===== src/rtl/nano_rv32i_pkg.sv =====
// Shared types and constants for the nano_rv32i core.
// Latency: n/a (declarations only).
// Backpressure: n/a.
package nano_rv32i_pkg;

    localparam int XLEN = 32;

    localparam logic [XLEN-1:0] RESET_PC_DEFAULT = 32'h0000_0000;
    localparam logic [XLEN-1:0] NOP_INSTR        = 32'h0000_0013;

    // One buffered fetch: the instruction word together with the address it came from.
    typedef struct packed {
        logic [XLEN-1:0] pc;
        logic [XLEN-1:0] instr;
    } fetch_entry_t;

    // Force an address onto a word boundary.
    function automatic logic [XLEN-1:0] word_align(input logic [XLEN-1:0] addr);
        return {addr[XLEN-1:2], 2'b00};
    endfunction

endpackage


===== src/rtl/fetch_fifo.sv =====
// Synchronous DEPTH-entry FIFO of {pc, instr} with flush.
// Latency: a pushed entry is at the head on the next cycle; the head is read from registers.
// Backpressure: a push while full (without a pop) is ignored; a pop while empty is ignored; flush wins.
module fetch_fifo
    import nano_rv32i_pkg::*;
#(
    parameter int DEPTH = 2,
    parameter int CW    = $clog2(DEPTH) + 1
) (
    input  logic         clk_i,
    input  logic         rst_i,
    input  logic         push,
    input  fetch_entry_t push_dat,
    input  logic         pop,
    input  logic         flush,
    output fetch_entry_t head_dat,
    output logic [CW-1:0] count,
    output logic         empty,
    output logic         full
);

    localparam int PW = $clog2(DEPTH);

    fetch_entry_t  mem [DEPTH];
    logic [PW-1:0] rd_ptr;
    logic [PW-1:0] wr_ptr;
    logic          do_push;
    logic          do_pop;

    assign empty    = (count == '0);
    assign full     = (count == CW'(DEPTH));
    assign do_pop   = pop & !empty;
    assign do_push  = push & (!full | do_pop);
    assign head_dat = mem[rd_ptr];

    // Pointer/count bookkeeping and storage; storage is cleared on reset so the head reads zero.
    always_ff @(posedge clk_i) begin
        if (rst_i) begin
            rd_ptr <= '0;
            wr_ptr <= '0;
            count  <= '0;
            for (int i = 0; i < DEPTH; i++) begin
                mem[i] <= '0;
            end
        end else if (flush) begin
            rd_ptr <= '0;
            wr_ptr <= '0;
            count  <= '0;
        end else begin
            if (do_push) begin
                mem[wr_ptr] <= push_dat;
                wr_ptr      <= wr_ptr + PW'(1);
            end
            if (do_pop) begin
                rd_ptr <= rd_ptr + PW'(1);
            end
            count <= count + CW'(do_push) - CW'(do_pop);
        end
    end

endmodule


===== src/rtl/fetch_unit.sv =====
// Instruction-fetch front end: PC, credit-limited imem requests, response buffer, branch redirect.
// Latency: grant in G, response in G+1, instruction visible to decode in G+2; redirect visible next cycle.
// Backpressure: requests stop once buffered + in-flight words would exceed DEPTH; decode stalls via instr_ready_i.
module fetch_unit
    import nano_rv32i_pkg::*;
#(
    parameter logic [XLEN-1:0] RESET_PC = RESET_PC_DEFAULT,
    parameter int              DEPTH    = 2
) (
    input  logic            clk_i,
    input  logic            rst_i,
    output logic            imem_req_o,
    output logic [XLEN-1:0] imem_addr_o,
    input  logic            imem_gnt_i,
    input  logic            imem_rvalid_i,
    input  logic [XLEN-1:0] imem_rdata_i,
    input  logic            take_branch_i,
    input  logic [XLEN-1:0] branch_target_i,
    output logic            instr_valid_o,
    output logic [XLEN-1:0] instr_o,
    output logic [XLEN-1:0] instr_pc_o,
    input  logic            instr_ready_i
);

    localparam int CW = $clog2(DEPTH) + 1;
    localparam int SW = CW + 1;

    logic [XLEN-1:0] pc_q;
    logic [XLEN-1:0] pc_nxt;
    logic [CW-1:0]   inflight_q;
    logic [CW-1:0]   inflight_nxt;
    logic [CW-1:0]   discard_q;
    logic [CW-1:0]   discard_nxt;

    logic            head_taken;
    logic [SW-1:0]   credit_used;
    logic            gnt_fire;
    logic            resp_live;
    logic            fifo_push;
    logic            fifo_pop;
    logic            fifo_empty;
    logic            fifo_full;
    logic [CW-1:0]   fifo_count;
    fetch_entry_t    push_ent;
    fetch_entry_t    head_ent;

    // A head consumed this cycle already frees its slot, which keeps a 1-cycle memory streaming
    // one word per cycle at DEPTH=2. This term deliberately ignores take_branch_i so the redirect
    // never reaches an output combinationally (a flush frees the slot anyway).
    assign head_taken  = instr_valid_o & instr_ready_i;
    assign credit_used = SW'(fifo_count) + SW'(inflight_q) - SW'(head_taken);
    assign imem_req_o  = !rst_i && (credit_used < SW'(DEPTH));
    assign imem_addr_o = pc_q;
    assign gnt_fire    = imem_req_o & imem_gnt_i;

    // Live responses belong to the oldest outstanding request, which sits inflight words behind pc
    // whenever nothing is pending discard.
    assign resp_live   = imem_rvalid_i & (discard_q == '0) & !take_branch_i;
    assign fifo_pop    = head_taken & !take_branch_i;
    // The credit rule keeps room for every live response; the full guard only documents that.
    assign fifo_push   = resp_live & (!fifo_full | fifo_pop);
    assign push_ent    = '{pc: pc_q - (XLEN'(inflight_q) << 2), instr: imem_rdata_i};

    // Next PC and counter values from this cycle's grant, response and redirect.
    always_comb begin
        inflight_nxt = inflight_q + CW'(gnt_fire) - CW'(imem_rvalid_i);
        discard_nxt  = discard_q;
        pc_nxt       = pc_q;
        if (gnt_fire) begin
            pc_nxt = pc_q + 32'd4;
        end
        if (imem_rvalid_i && (discard_q != '0)) begin
            discard_nxt = discard_q - CW'(1);
        end
        if (take_branch_i) begin
            pc_nxt      = word_align(branch_target_i);
            discard_nxt = inflight_nxt;
        end
    end

    // PC and credit/discard state; reset abandons everything in flight.
    always_ff @(posedge clk_i) begin
        if (rst_i) begin
            pc_q       <= RESET_PC;
            inflight_q <= '0;
            discard_q  <= '0;
        end else begin
            pc_q       <= pc_nxt;
            inflight_q <= inflight_nxt;
            discard_q  <= discard_nxt;
        end
    end

    fetch_fifo #(
        .DEPTH (DEPTH),
        .CW    (CW)
    ) u_fifo (
        .clk_i    (clk_i),
        .rst_i    (rst_i),
        .push     (fifo_push),
        .push_dat (push_ent),
        .pop      (fifo_pop),
        .flush    (take_branch_i),
        .head_dat (head_ent),
        .count    (fifo_count),
        .empty    (fifo_empty),
        .full     (fifo_full)
    );

    assign instr_valid_o = !fifo_empty;
    assign instr_o       = head_ent.instr;
    assign instr_pc_o    = head_ent.pc;

endmodule

===== config.mk =====
export PLATFORM = sky130hd
export DESIGN_NAME = fetch_unit
export DESIGN_NICKNAME = d
export VERILOG_FILES = /design/src/rtl/nano_rv32i_pkg.sv /design/src/rtl/fetch_fifo.sv /design/src/rtl/fetch_unit.sv
export SDC_FILE = /design/constraint.sdc
export NUM_CORES = 1
export LEC_CHECK = 0
export CORE_MARGIN = 5
export CORE_UTILIZATION = 58
export CTS_BUF_LIST = sky130_fd_sc_hd__clkbuf_8
export CTS_CLUSTER_DIAMETER = 50
export DETAILED_ROUTE_END_ITERATION = 8
export PLACE_DENSITY = 0.88
export SLEW_MARGIN = 30
export SYNTH_ARGS = -nofsm -noshare
export SYNTH_HDL_FRONTEND = slang
export SYNTH_HIERARCHICAL = 1
export SYNTH_SLANG_ARGS = --single-unit

===== constraint.sdc =====
create_clock -name clk_i -period 10.4 [get_ports clk_i]
set_input_delay 2.08 -clock clk_i [delete_from_list [all_inputs] [get_ports clk_i]]
set_output_delay 2.08 -clock clk_i [all_outputs]
set_load 0.005 [all_outputs]

==> metrics.txt, run 1 <==
clock sink count approximately 170; Met1 Routed Length 7700 um; power dissipated by switching net loads ~0.39 mW; sum of negative setup slack 0 ns; power density normalized to cell area roughly 140 mW/mm^2; worst-case register-to-register setup slack 6.84 ns; Register-to-Register Path Depth 8; number of remaining DRC errors 0; Hold Buf Count CTS 0; clock tree from TritonCTS done; maximum ir drop on the vdd rail 119 uV; Arr. time, crit path 4.57 ns; area delta synth->final 21.9%; fraction of the core area covered by cells at the end of the flow 0.713; ratio of final minimum period to clock period 0.639; PnR Total Power between 1 and 1.5 mW; global-route wire length before repair around 29000 um; count of antenna-violating nets left after detailed routing 0; clock share of power 0.284; number of buffers added on ports between 150 and 200; setup repair bufs after CTS 0; core footprint between 0.015 and 0.02 mm^2; GR Overflow Total 0; overall via count from detail_route a little over 6000; sequential fraction of the synthesis area 0.524; total wire length 18000 um; slew of the pin with the lowest slew margin 0.886 ns; overall die height around 130 um; clock transition at the registers of the reported paths 0.08 ns; highest signal layer in the routed design met4; detailed placement HPWL approximately 12000 um; Post-Place Setup Slack roughly 3.7 ns; layout cells sized above 1 0.155; placed inst area between 0.01 and 0.015 mm^2; cell total after placement roughly 1100; proportion of power drawn by combinational gates 0.189; number of hold violations in the final report 0; termination of the worst setup path imem_req_o; achievable frequency 0.150 GHz; 1st-pass router iterations 5; #FFs+latches synth roughly 170; PnR worst setup slack approximately 3.8 ns; max capacitance violation total 0; max-slew violation total from the final report 0; source of the worst register-to-register timing path u_fifo/count[1]$_SDFF_PP0_; Yosys warning total 6; summed instance area of the synthesized netlist ~0.009 mm^2; proportion of synthesized flip-flops having asynchronous set or reset 0; kind of critical path in2out; antenna violations before repair 0; final weighted congestion in routability-driven placement 0.801; count of routing violations after the opening detailed-route iteration 288; post-synthesis instance total 757; minimum period implied by the final worst setup slack about 6.6 ns; worst hold slack after final layout between 0.5 and 0.6 ns; Non-Filler Instances approximately 1100; post-synthesis area per instance between 10 and 15 um^2; Clock Tree Buf Depth 2; maximum level of the CTS H-tree 4; largest net degree at the start of global routing 67; CP startpoint kind primary input; result of the run completed; Vias/cell about 5.6; number of enable-type register cells in the synthesized netlist 128; effective utilization at floorplan 0.585; total routing resource utilization after global routing 0.204; end of the worst register-to-register path u_fifo/mem[0][47]$_SDFFCE_PN0P_; wire length on met2 ~9000 um; final antenna diode count 0; sequential fraction of design power 0.526; worst max-slew margin expressed relative to the limit 0.409; buffer cell driving the clock tree root clkbuf_8; post-route cell area around 0.011 mm^2; Final setup violation count 0; routed length per placed instance roughly 16 um; area of the die approximately 0.018 mm^2; Internal approximately 1.1 mW; fillcell total between 1000 and 1500; clock latency reported for the late side of the worst-skew pair 0.45 ns; launching element of the worst setup path instr_ready_i; TritonCTS buffer count 17; Max Clock Skew roughly 0.012 ns; Cell Rows 45; Primary FF master, synth edfxtp_1; leakage dissipation around 4 nW; count of cells resized by post-cts repair 0; total number of nets in the final design a little under 1000; number of I/O pins 168; count of distinct cell types in the synthesized netlist 64; vias in the first global route between 5000 and 6000; highest fanout seen on the critical path 10; met3 routed wirelength roughly 1000 um; switch share 0.261; capturing element type of the critical path output pin; unrepaired setup endpoints after global routing no; Required @ worst endpoint between 8 and 9 ns; overall die width between 100 and 150 um; Hold Path Class reg2reg
## per-layer routing
| layer | vias up | track usage |
|---|---|---|
| met4 | 0 | 0.0737 |
| met3 | 30 | 0.0442 |
| met5 | - | 0 |
| li1 | 2992 | - |
| met2 | 202 | 0.341 |
| met1 | 2862 | 0.264 |
## power by group through the flow
| stage | Clock, mW | Sequential (mW) | Combinational, mW |
|---|---|---|---|
| final | 0.425 | 0.788 | 0.283 |
| after global routing | 0.459 | 0.794 | 0.312 |
| after CTS | 0.435 | 0.788 | 0.287 |
| after detailed placement | 0 | 0.803 | 0.285 |
| after global placement | 0 | 0.801 | 0.279 |
| after floorplan | 0 | 0.788 | 0.181 |
## placed cells by master, fill, tap and decap left out, types with 19 or more instances in the layout
cell type        count
and2_1             107
and2_2              23
clkdlybuf4s50_1    162
dfxtp_1             38
edfxtp_1           128
inv_1               30
mux2_2              64
nand2_1             21
nor2_1              37
xnor2_1             21
xor2_1              19
## worst max-delay path, cell delays in order
cell and delay [ns]:
clkdlybuf4s50_1 0.39, nand2_1 0.11, inv_1 0.06, ha_1 0.26, nand2b_1 0.16, fa_1 0.44
xnor2_2 0.26, nor3b_1 0.25, clkdlybuf4s50_1 0.54
## registers in the layout, indices dropped and copies added, names as in the netlist, named ones only
register       count
discard_q          2
u_fifo/count       2
u_fifo/wr_ptr      1
u_fifo/mem       128
imem_addr_o       30
u_fifo/rd_ptr      1
inflight_q         2
## logic make-up after synthesis
group / share of synthesized area
and+or+nand+nor: 0.221
muxes: 0.0828
other: 0.000425
DFF: 0.524
adders and majority gates: 0.0173
buffers and inverters: 0.0558
xor gates and xnor gates: 0.0415
AOI/OAI and AO/OA: 0.0573
## cells in the mapped netlist (all sizes together) (2+ instances only)
cell     instances  area (um^2)
or2              2         12.5
and3             7         43.8
buf             37          299
o21ai           10         50.1
nor4            20          180
xnor2           22          200
clkbuf          22         85.1
edfxtp         128         3840
ha               9          113
dfxtp           39          781
a221oi           3         26.3
or3              7         48.8
a311oi           4         35.0
nor4b            5         43.8
xor2            19          166
a2111oi          9         80.1
o21bai           2         15.0
nand4           14         87.6
a211oi          17          128
o31ai            3         22.5
nand2           21         78.8
nor2b            9         56.3
and2           131          848
nor3            17         85.1
nor2            37          139
a31oi            2         12.5
nand3           14         70.1
inv             29          109
mux2            64          721
nand2b           4         25.0
fa               2         40.0
or4              8         61.3
nor3b            5         47.5
and4             9         78.8
a311o            2         20.0
a21oi           10         50.1
## final cells by class
cell class,instances,area (um^2),area share
flip-flops and latches,167,4630,0.430
multi-input cells,507,3740,0.348
repair buffers,172,1690,0.157
well taps,188,235,0.0219
clock buffers,17,234,0.0217
clock inverters,13,116,0.0108
inverters,29,109,0.0101
## how the worst min path moves through the flow
stage	from	end	slack (ns)	cells after the start
CTS	u_fifo/rd_ptr$_SDFFE_PP0N_	u_fifo/rd_ptr$_SDFFE_PP0N_	0.57	2
detailed placement	u_fifo/rd_ptr$_SDFFE_PP0N_	flop	0.55	2
finish	u_fifo/rd_ptr$_SDFFE_PP0N_	u_fifo/rd_ptr$_SDFFE_PP0N_	0.56	2
floorplan	u_fifo/rd_ptr$_SDFFE_PP0N_	flop	0.52	2
global placement	u_fifo/rd_ptr$_SDFFE_PP0N_	u_fifo/rd_ptr$_SDFFE_PP0N_	0.54	2
global route	u_fifo/rd_ptr$_SDFFE_PP0N_	u_fifo/rd_ptr$_SDFFE_PP0N_	0.63	2
(Power assumes the default switching activity.)
==> run 2, diff against run 1 <==
--- a/config.mk
+++ b/config.mk
@@ -6,11 +6,11 @@
 export NUM_CORES = 1
 export LEC_CHECK = 0
 export CORE_MARGIN = 5
-export CORE_UTILIZATION = 58
+export CORE_UTILIZATION = 54
 export CTS_BUF_LIST = sky130_fd_sc_hd__clkbuf_8
 export CTS_CLUSTER_DIAMETER = 50
 export DETAILED_ROUTE_END_ITERATION = 8
-export PLACE_DENSITY = 0.88
+export PLACE_DENSITY = 0.82
 export SLEW_MARGIN = 30
 export SYNTH_ARGS = -nofsm -noshare
 export SYNTH_HDL_FRONTEND = slang
==> constraint.sdc (replaced) <==
create_clock -name clk_i -period 6.45 [get_ports clk_i]
set_input_delay 1.29 -clock clk_i [delete_from_list [all_inputs] [get_ports clk_i]]
set_output_delay 1.29 -clock clk_i [all_outputs]
set_load 0.005 [all_outputs]
==> run 2 against run 1 <==
Compared with the run above: clock-buffer cell count unchanged; first-iteration DRC count up 8.3%; die area rose by 6.8%; total power up 66%; combinational power is 61% higher; register-to-register slack got worse by 3.8 ns; non-clock buffer count increased by 1; sequential power is 61% higher; final cell count grew 2.8%; critical path depth unchanged; largest cell class unchanged.
==> metrics.txt, run 2 (synthesis results as in run 1) <==
result of the run completed; worst max-slew margin expressed relative to the limit 0.350; Clock Tree Buf Depth 2; maximum ir drop on the vdd rail between 200 and 250 uV; clock tree from TritonCTS done; Required @ worst endpoint just over 5 ns; most common library cell in the layout ignoring fill and taps clkdlybuf4s50_1; achievable frequency approximately 0.2 GHz; max capacitance violation total 0; clock sink count roughly 170; clock transition at the registers of the reported paths 0.09 ns; unrepaired setup endpoints after global routing no; global-route wire length before repair 29100 um; power density normalized to cell area approximately 230 mW/mm^2; setup repair bufs after CTS 0; total wire length ~18000 um; minimum period implied by the final worst setup slack between 5 and 6 ns; area of the die 0.0190 mm^2; Hold Path Class reg2reg; TritonCTS buffer count 17; register containing the most flip-flops in the final layout u_fifo/mem; slew of the pin with the lowest slew margin 0.970 ns; ratio of final minimum period to clock period 0.777; core footprint about 0.016 mm^2; Hold Buf Count CTS 0; detailed placement HPWL between 10000 and 15000 um; GR Overflow Total 0; area delta synth->final 23.0%; number of buffers added on ports 163; max-slew violation total from the final report 0; capturing element type of the critical path output pin; Cell Rows 46; clock latency reported for the late side of the worst-skew pair between 0.4 and 0.5 ns; total routing resource utilization after global routing 0.196; worst-case register-to-register setup slack roughly 3 ns; final antenna diode count 0; Vias/cell approximately 5.4; overall via count from detail_route approximately 6100; worst-path cell chain clkdlybuf4s50_1 > nand2_1 > inv_1 > ha_1 > nand2b_1 > fa_1 > xnor2_2 > nor3b_1 > clkdlybuf4s50_1; worst hold slack after final layout around 0.58 ns; buffer cell driving the clock tree root clkbuf_8; overall die width between 100 and 150 um; leakage dissipation a little over 4 nW; antenna violations before repair 0; layout cells sized above 1 0.159; maximum level of the CTS H-tree 4; effective utilization at floorplan 0.554; highest fanout seen on the critical path 10; number of remaining DRC errors 0; kind of critical path in2out; sum of negative setup slack 0 ns; routed length per placed instance 16.4 um; Max Clock Skew roughly 0.015 ns; count of antenna-violating nets left after detailed routing 0; number of hold violations in the final report 0; Critical Path Most Common Cell clkdlybuf4s50_1; 1st-pass router iterations 4; delay of the slowest cell on the worst path about 0.54 ns; total number of nets in the final design between 900 and 1000; Largest register FFs between 100 and 150; Arr. time, crit path 3.72 ns; largest net degree at the start of global routing 66; worst-path cell with the longest stage delay clkdlybuf4s50_1; CP startpoint kind primary input; number of I/O pins around 170; overall die height 138 um; final weighted congestion in routability-driven placement 0.837; count of routing violations after the opening detailed-route iteration ~310; highest-count cells in the layout ignoring fill and taps 162 x clkdlybuf4s50_1, 128 x edfxtp_1, 107 x and2_1, 64 x mux2_2, 38 x dfxtp_1; count of cells resized by post-cts repair 0; Final setup violation count 0; vias in the first global route approximately 5800
run 2: cell type report:
| type | instances | area (um^2) |
|---|---|---|
| Fill cell | 1217 | 5080 |
| Sequential cell | 167 | 4630 |
| Multi-Input combinational cell | 507 | 3740 |
| Timing Repair Buffer | 173 | 1700 |
| Tap cell | 216 | 270 |
| Clock buffer | 17 | 234 |
| Clock inverter | 15 | 178 |
| Inverter | 29 | 109 |
run 2: worst max-delay path, delay by kind of cell:
family | cells | cell delay, ns
xor+xnor | 1 | 0.26
fa+ha+maj | 2 | 0.69
buf+inv | 3 | 0.99
simple gates | 3 | 0.49
run 2: path summary, 6_finish.rpt:
check / start / cells after the start / endpoint
max: instr_ready_i / 9 / imem_req_o
max reg2reg: u_fifo/count[1]$_SDFF_PP0_ / 17 / discard_q[1]$_SDFFE_PP0P_
min reg2reg: u_fifo/rd_ptr$_SDFFE_PP0N_ / 2 / u_fifo/rd_ptr$_SDFFE_PP0N_
min: u_fifo/rd_ptr$_SDFFE_PP0N_ / 2 / u_fifo/rd_ptr$_SDFFE_PP0N_
run 2: routing by layer:
| layer | up-vias | GRT usage | part of all wire |
|---|---|---|---|
| met5 | - | 0 | 0 |
| met4 | 0 | 0.0626 | 0.010 |
| met3 | 12 | 0.0501 | 0.069 |
| met2 | 173 | 0.322 | 0.48 |
| met1 | 2887 | 0.256 | 0.44 |
| li1 | 3013 | - | - |
run 2: stage by stage:
| step | cells | total power [mW] | instance area, um^2 | setup slack (ns) | util |
|---|---|---|---|---|---|
| final | 1124 | 2.49 | 10900 | 1.44 | 0.681 |
| after detailed placement | 1092 | 1.76 | 10500 | 1.42 | 0.656 |
| after global placement | 1092 | 1.74 | 10500 | 1.44 | 0.656 |
| after global routing | 1124 | 2.62 | 10900 | 1.25 | 0.681 |
| after floorplan | 762 | 1.56 | 8850 | 2.44 | - |
| after CTS | 1124 | 2.52 | 10900 | 1.39 | 0.681 |
run 2: where the power goes:
| group | leakage, nW | internal, mW | total [mW] | switching, mW |
|---|---|---|---|---|
| clock | 0.202 | 0.384 | 0.761 | 0.377 |
| sequential | 1.65 | 1.22 | 1.27 | 0.0503 |
| combinational | 2.18 | 0.235 | 0.457 | 0.223 |
==> run 3, diff against run 2 <==
--- a/config.mk
+++ b/config.mk
@@ -6,11 +6,11 @@
 export NUM_CORES = 1
 export LEC_CHECK = 0
 export CORE_MARGIN = 5
-export CORE_UTILIZATION = 54
+export CORE_UTILIZATION = 49
 export CTS_BUF_LIST = sky130_fd_sc_hd__clkbuf_8
 export CTS_CLUSTER_DIAMETER = 50
 export DETAILED_ROUTE_END_ITERATION = 8
-export PLACE_DENSITY = 0.82
+export PLACE_DENSITY = 0.79
 export SLEW_MARGIN = 30
 export SYNTH_ARGS = -nofsm -noshare
 export SYNTH_HDL_FRONTEND = slang
==> constraint.sdc (replaced) <==
create_clock -name clk_i -period 4.4 [get_ports clk_i]
set_input_delay 0.88 -clock clk_i [delete_from_list [all_inputs] [get_ports clk_i]]
set_output_delay 0.88 -clock clk_i [all_outputs]
set_load 0.005 [all_outputs]
==> run 3 against run 2 <==
Compared with the run above: routed wire length grew 3.5%; clock power grew 42%; core utilization shrank 6.7 points; design area grew 0.86%.
==> metrics.txt, run 3 (synthesis results as in run 1) <==
max-slew violation total from the final report 0; Arr. time, crit path 3.28 ns; PnR Total Power around 3.6 mW; leakage dissipation slightly above 4 nW; register containing the most flip-flops in the final layout u_fifo/mem; maximum ir drop on the vdd rail ~270 uV; clock latency reported for the late side of the worst-skew pair roughly 0.45 ns; final antenna diode count 0; placed inst area 0.0106 mm^2; Largest register FFs 128; worst-case register-to-register setup slack 0.97 ns; effective utilization at floorplan 0.495; area delta synth->final 24.1%; TritonCTS buffer count 17; worst-path cell with the longest stage delay clkdlybuf4s50_1; routed length per placed instance between 15 and 20 um; kind of cell adding the most delay to the critical path buffers and inverters; kind of critical path in2out; max capacitance violation total 0; Hold Buf Count CTS 0; PnR worst setup slack around 0.24 ns; total wire length 19100 um; post-route cell area about 0.011 mm^2; CP startpoint kind primary input; Hold Path Class reg2reg; total number of nets in the final design ~980; number of hold violations in the final report 0; count of antenna-violating nets left after detailed routing 0; vias in the first global route about 6000; minimum period implied by the final worst setup slack 4.16 ns; count of cells resized by post-cts repair 0; Clock Tree Buf Depth 2; count of routing violations after the opening detailed-route iteration between 200 and 300; highest fanout seen on the critical path 3; Vias/cell about 5.4; Non-Filler Instances 1144; final weighted congestion in routability-driven placement 0.865; overall via count from detail_route 6180; Final setup violation count 0; clock tree from TritonCTS done; GR Overflow Total 0; highest-count cells in the layout ignoring fill and taps 162 x clkdlybuf4s50_1, 128 x edfxtp_1, 107 x and2_1, 64 x mux2_2, 38 x dfxtp_1; Max Clock Skew about 0.015 ns; buffer cell driving the clock tree root clkbuf_8; unrepaired setup endpoints after global routing no; Critical Path Most Common Cell clkdlybuf4s50_1; antenna violations before repair 0; result of the run completed; most common library cell in the layout ignoring fill and taps clkdlybuf4s50_1; achievable frequency roughly 0.24 GHz; power density normalized to cell area 333 mW/mm^2; Post-Place Setup Slack ~0.26 ns; Cell Rows 49; number of remaining DRC errors 0; detailed placement HPWL around 13000 um; area of the die about 0.021 mm^2; core footprint roughly 0.018 mm^2; cell total after placement 1112; ratio of final minimum period to clock period 0.946; number of I/O pins ~170; Required @ worst endpoint 3.52 ns; largest net degree at the start of global routing 66; number of buffers added on ports 163; global-route wire length before repair slightly above 30000 um; clock transition at the registers of the reported paths 0.08 ns; overall die height about 140 um; sum of negative setup slack 0 ns; maximum level of the CTS H-tree 4; slew of the pin with the lowest slew margin between 0.8 and 0.9 ns; worst max-slew margin expressed relative to the limit 0.429; overall die width between 100 and 150 um; setup repair bufs after CTS 0; worst-path cell chain clkdlybuf4s50_1 > nand2_1 > inv_1 > ha_1 > nand2b_1 > fa_1 > xnor2_2 > nor3b_1 > clkdlybuf4s50_1; capturing element type of the critical path output pin; layout cells sized above 1 0.166; clock sink count roughly 170; total routing resource utilization after global routing 0.186; count of buffering cells on the critical path with inverters included 3; delay of the slowest cell on the worst path ~0.56 ns; 1st-pass router iterations 4; fillcell total around 1500
[run 3: metrics by stage]
step	util	hold slack, ns
detailed placement	0.592	0.550
floorplan	-	0.520
global route	0.614	0.624
CTS	0.614	0.575
finish	0.614	0.584
global placement	0.592	0.536
[run 3: path summary, 6_finish.rpt]
check	startpoint	end	cells past startpoint
setup / recovery	instr_ready_i	imem_req_o	9
hold / removal	u_fifo/rd_ptr$_SDFFE_PP0N_	flop	2
setup reg to reg	u_fifo/count[0]$_SDFF_PP0_	imem_addr_o[16]$_SDFFE_PP0P_	12
hold reg to reg	u_fifo/rd_ptr$_SDFFE_PP0N_	flop	2
[run 3: cell type report]
class | count | area, um^2 | area share
inverter | 29 | 109 | 0.00993
clock buffer | 17 | 234 | 0.0214
clock inverter | 15 | 153 | 0.0139
tap | 229 | 287 | 0.0262
multi-input combinational | 507 | 3740 | 0.342
timing repair buffer | 180 | 1800 | 0.165
sequential | 167 | 4630 | 0.422
[run 3: power by group]
group	internal, mW	switching [mW]	total, mW	leakage, nW
clock	0.505	0.573	1.08	0.186
combinational	0.365	0.340	0.705	2.23
sequential	1.79	0.0750	1.86	1.65
[run 3: per-layer routing]
metal | part of all wire | global-route usage | wire [um] | up-vias
met5 | 0 | 0 | 0 | -
met2 | 0.49 | 0.315 | 9440 | 168
met4 | 0.012 | 0.0545 | 233 | 0
li1 | - | - | - | 3010
met1 | 0.43 | 0.240 | 8270 | 2988
met3 | 0.061 | 0.0427 | 1160 | 14
[run 3: worst reg2reg max path: stages (launching register included)]
cell and delay [ns]:
dfxtp_1 0.50, nor2_1 0.07, inv_1 0.10, nand2_1 0.09, inv_1 0.07, ha_1 0.21, nand2b_1 0.15, fa_1 0.54
nand3b_2 0.09, buf_4 0.18, or4_1 0.68, o21a_1 0.25, a2111oi_1 0.37
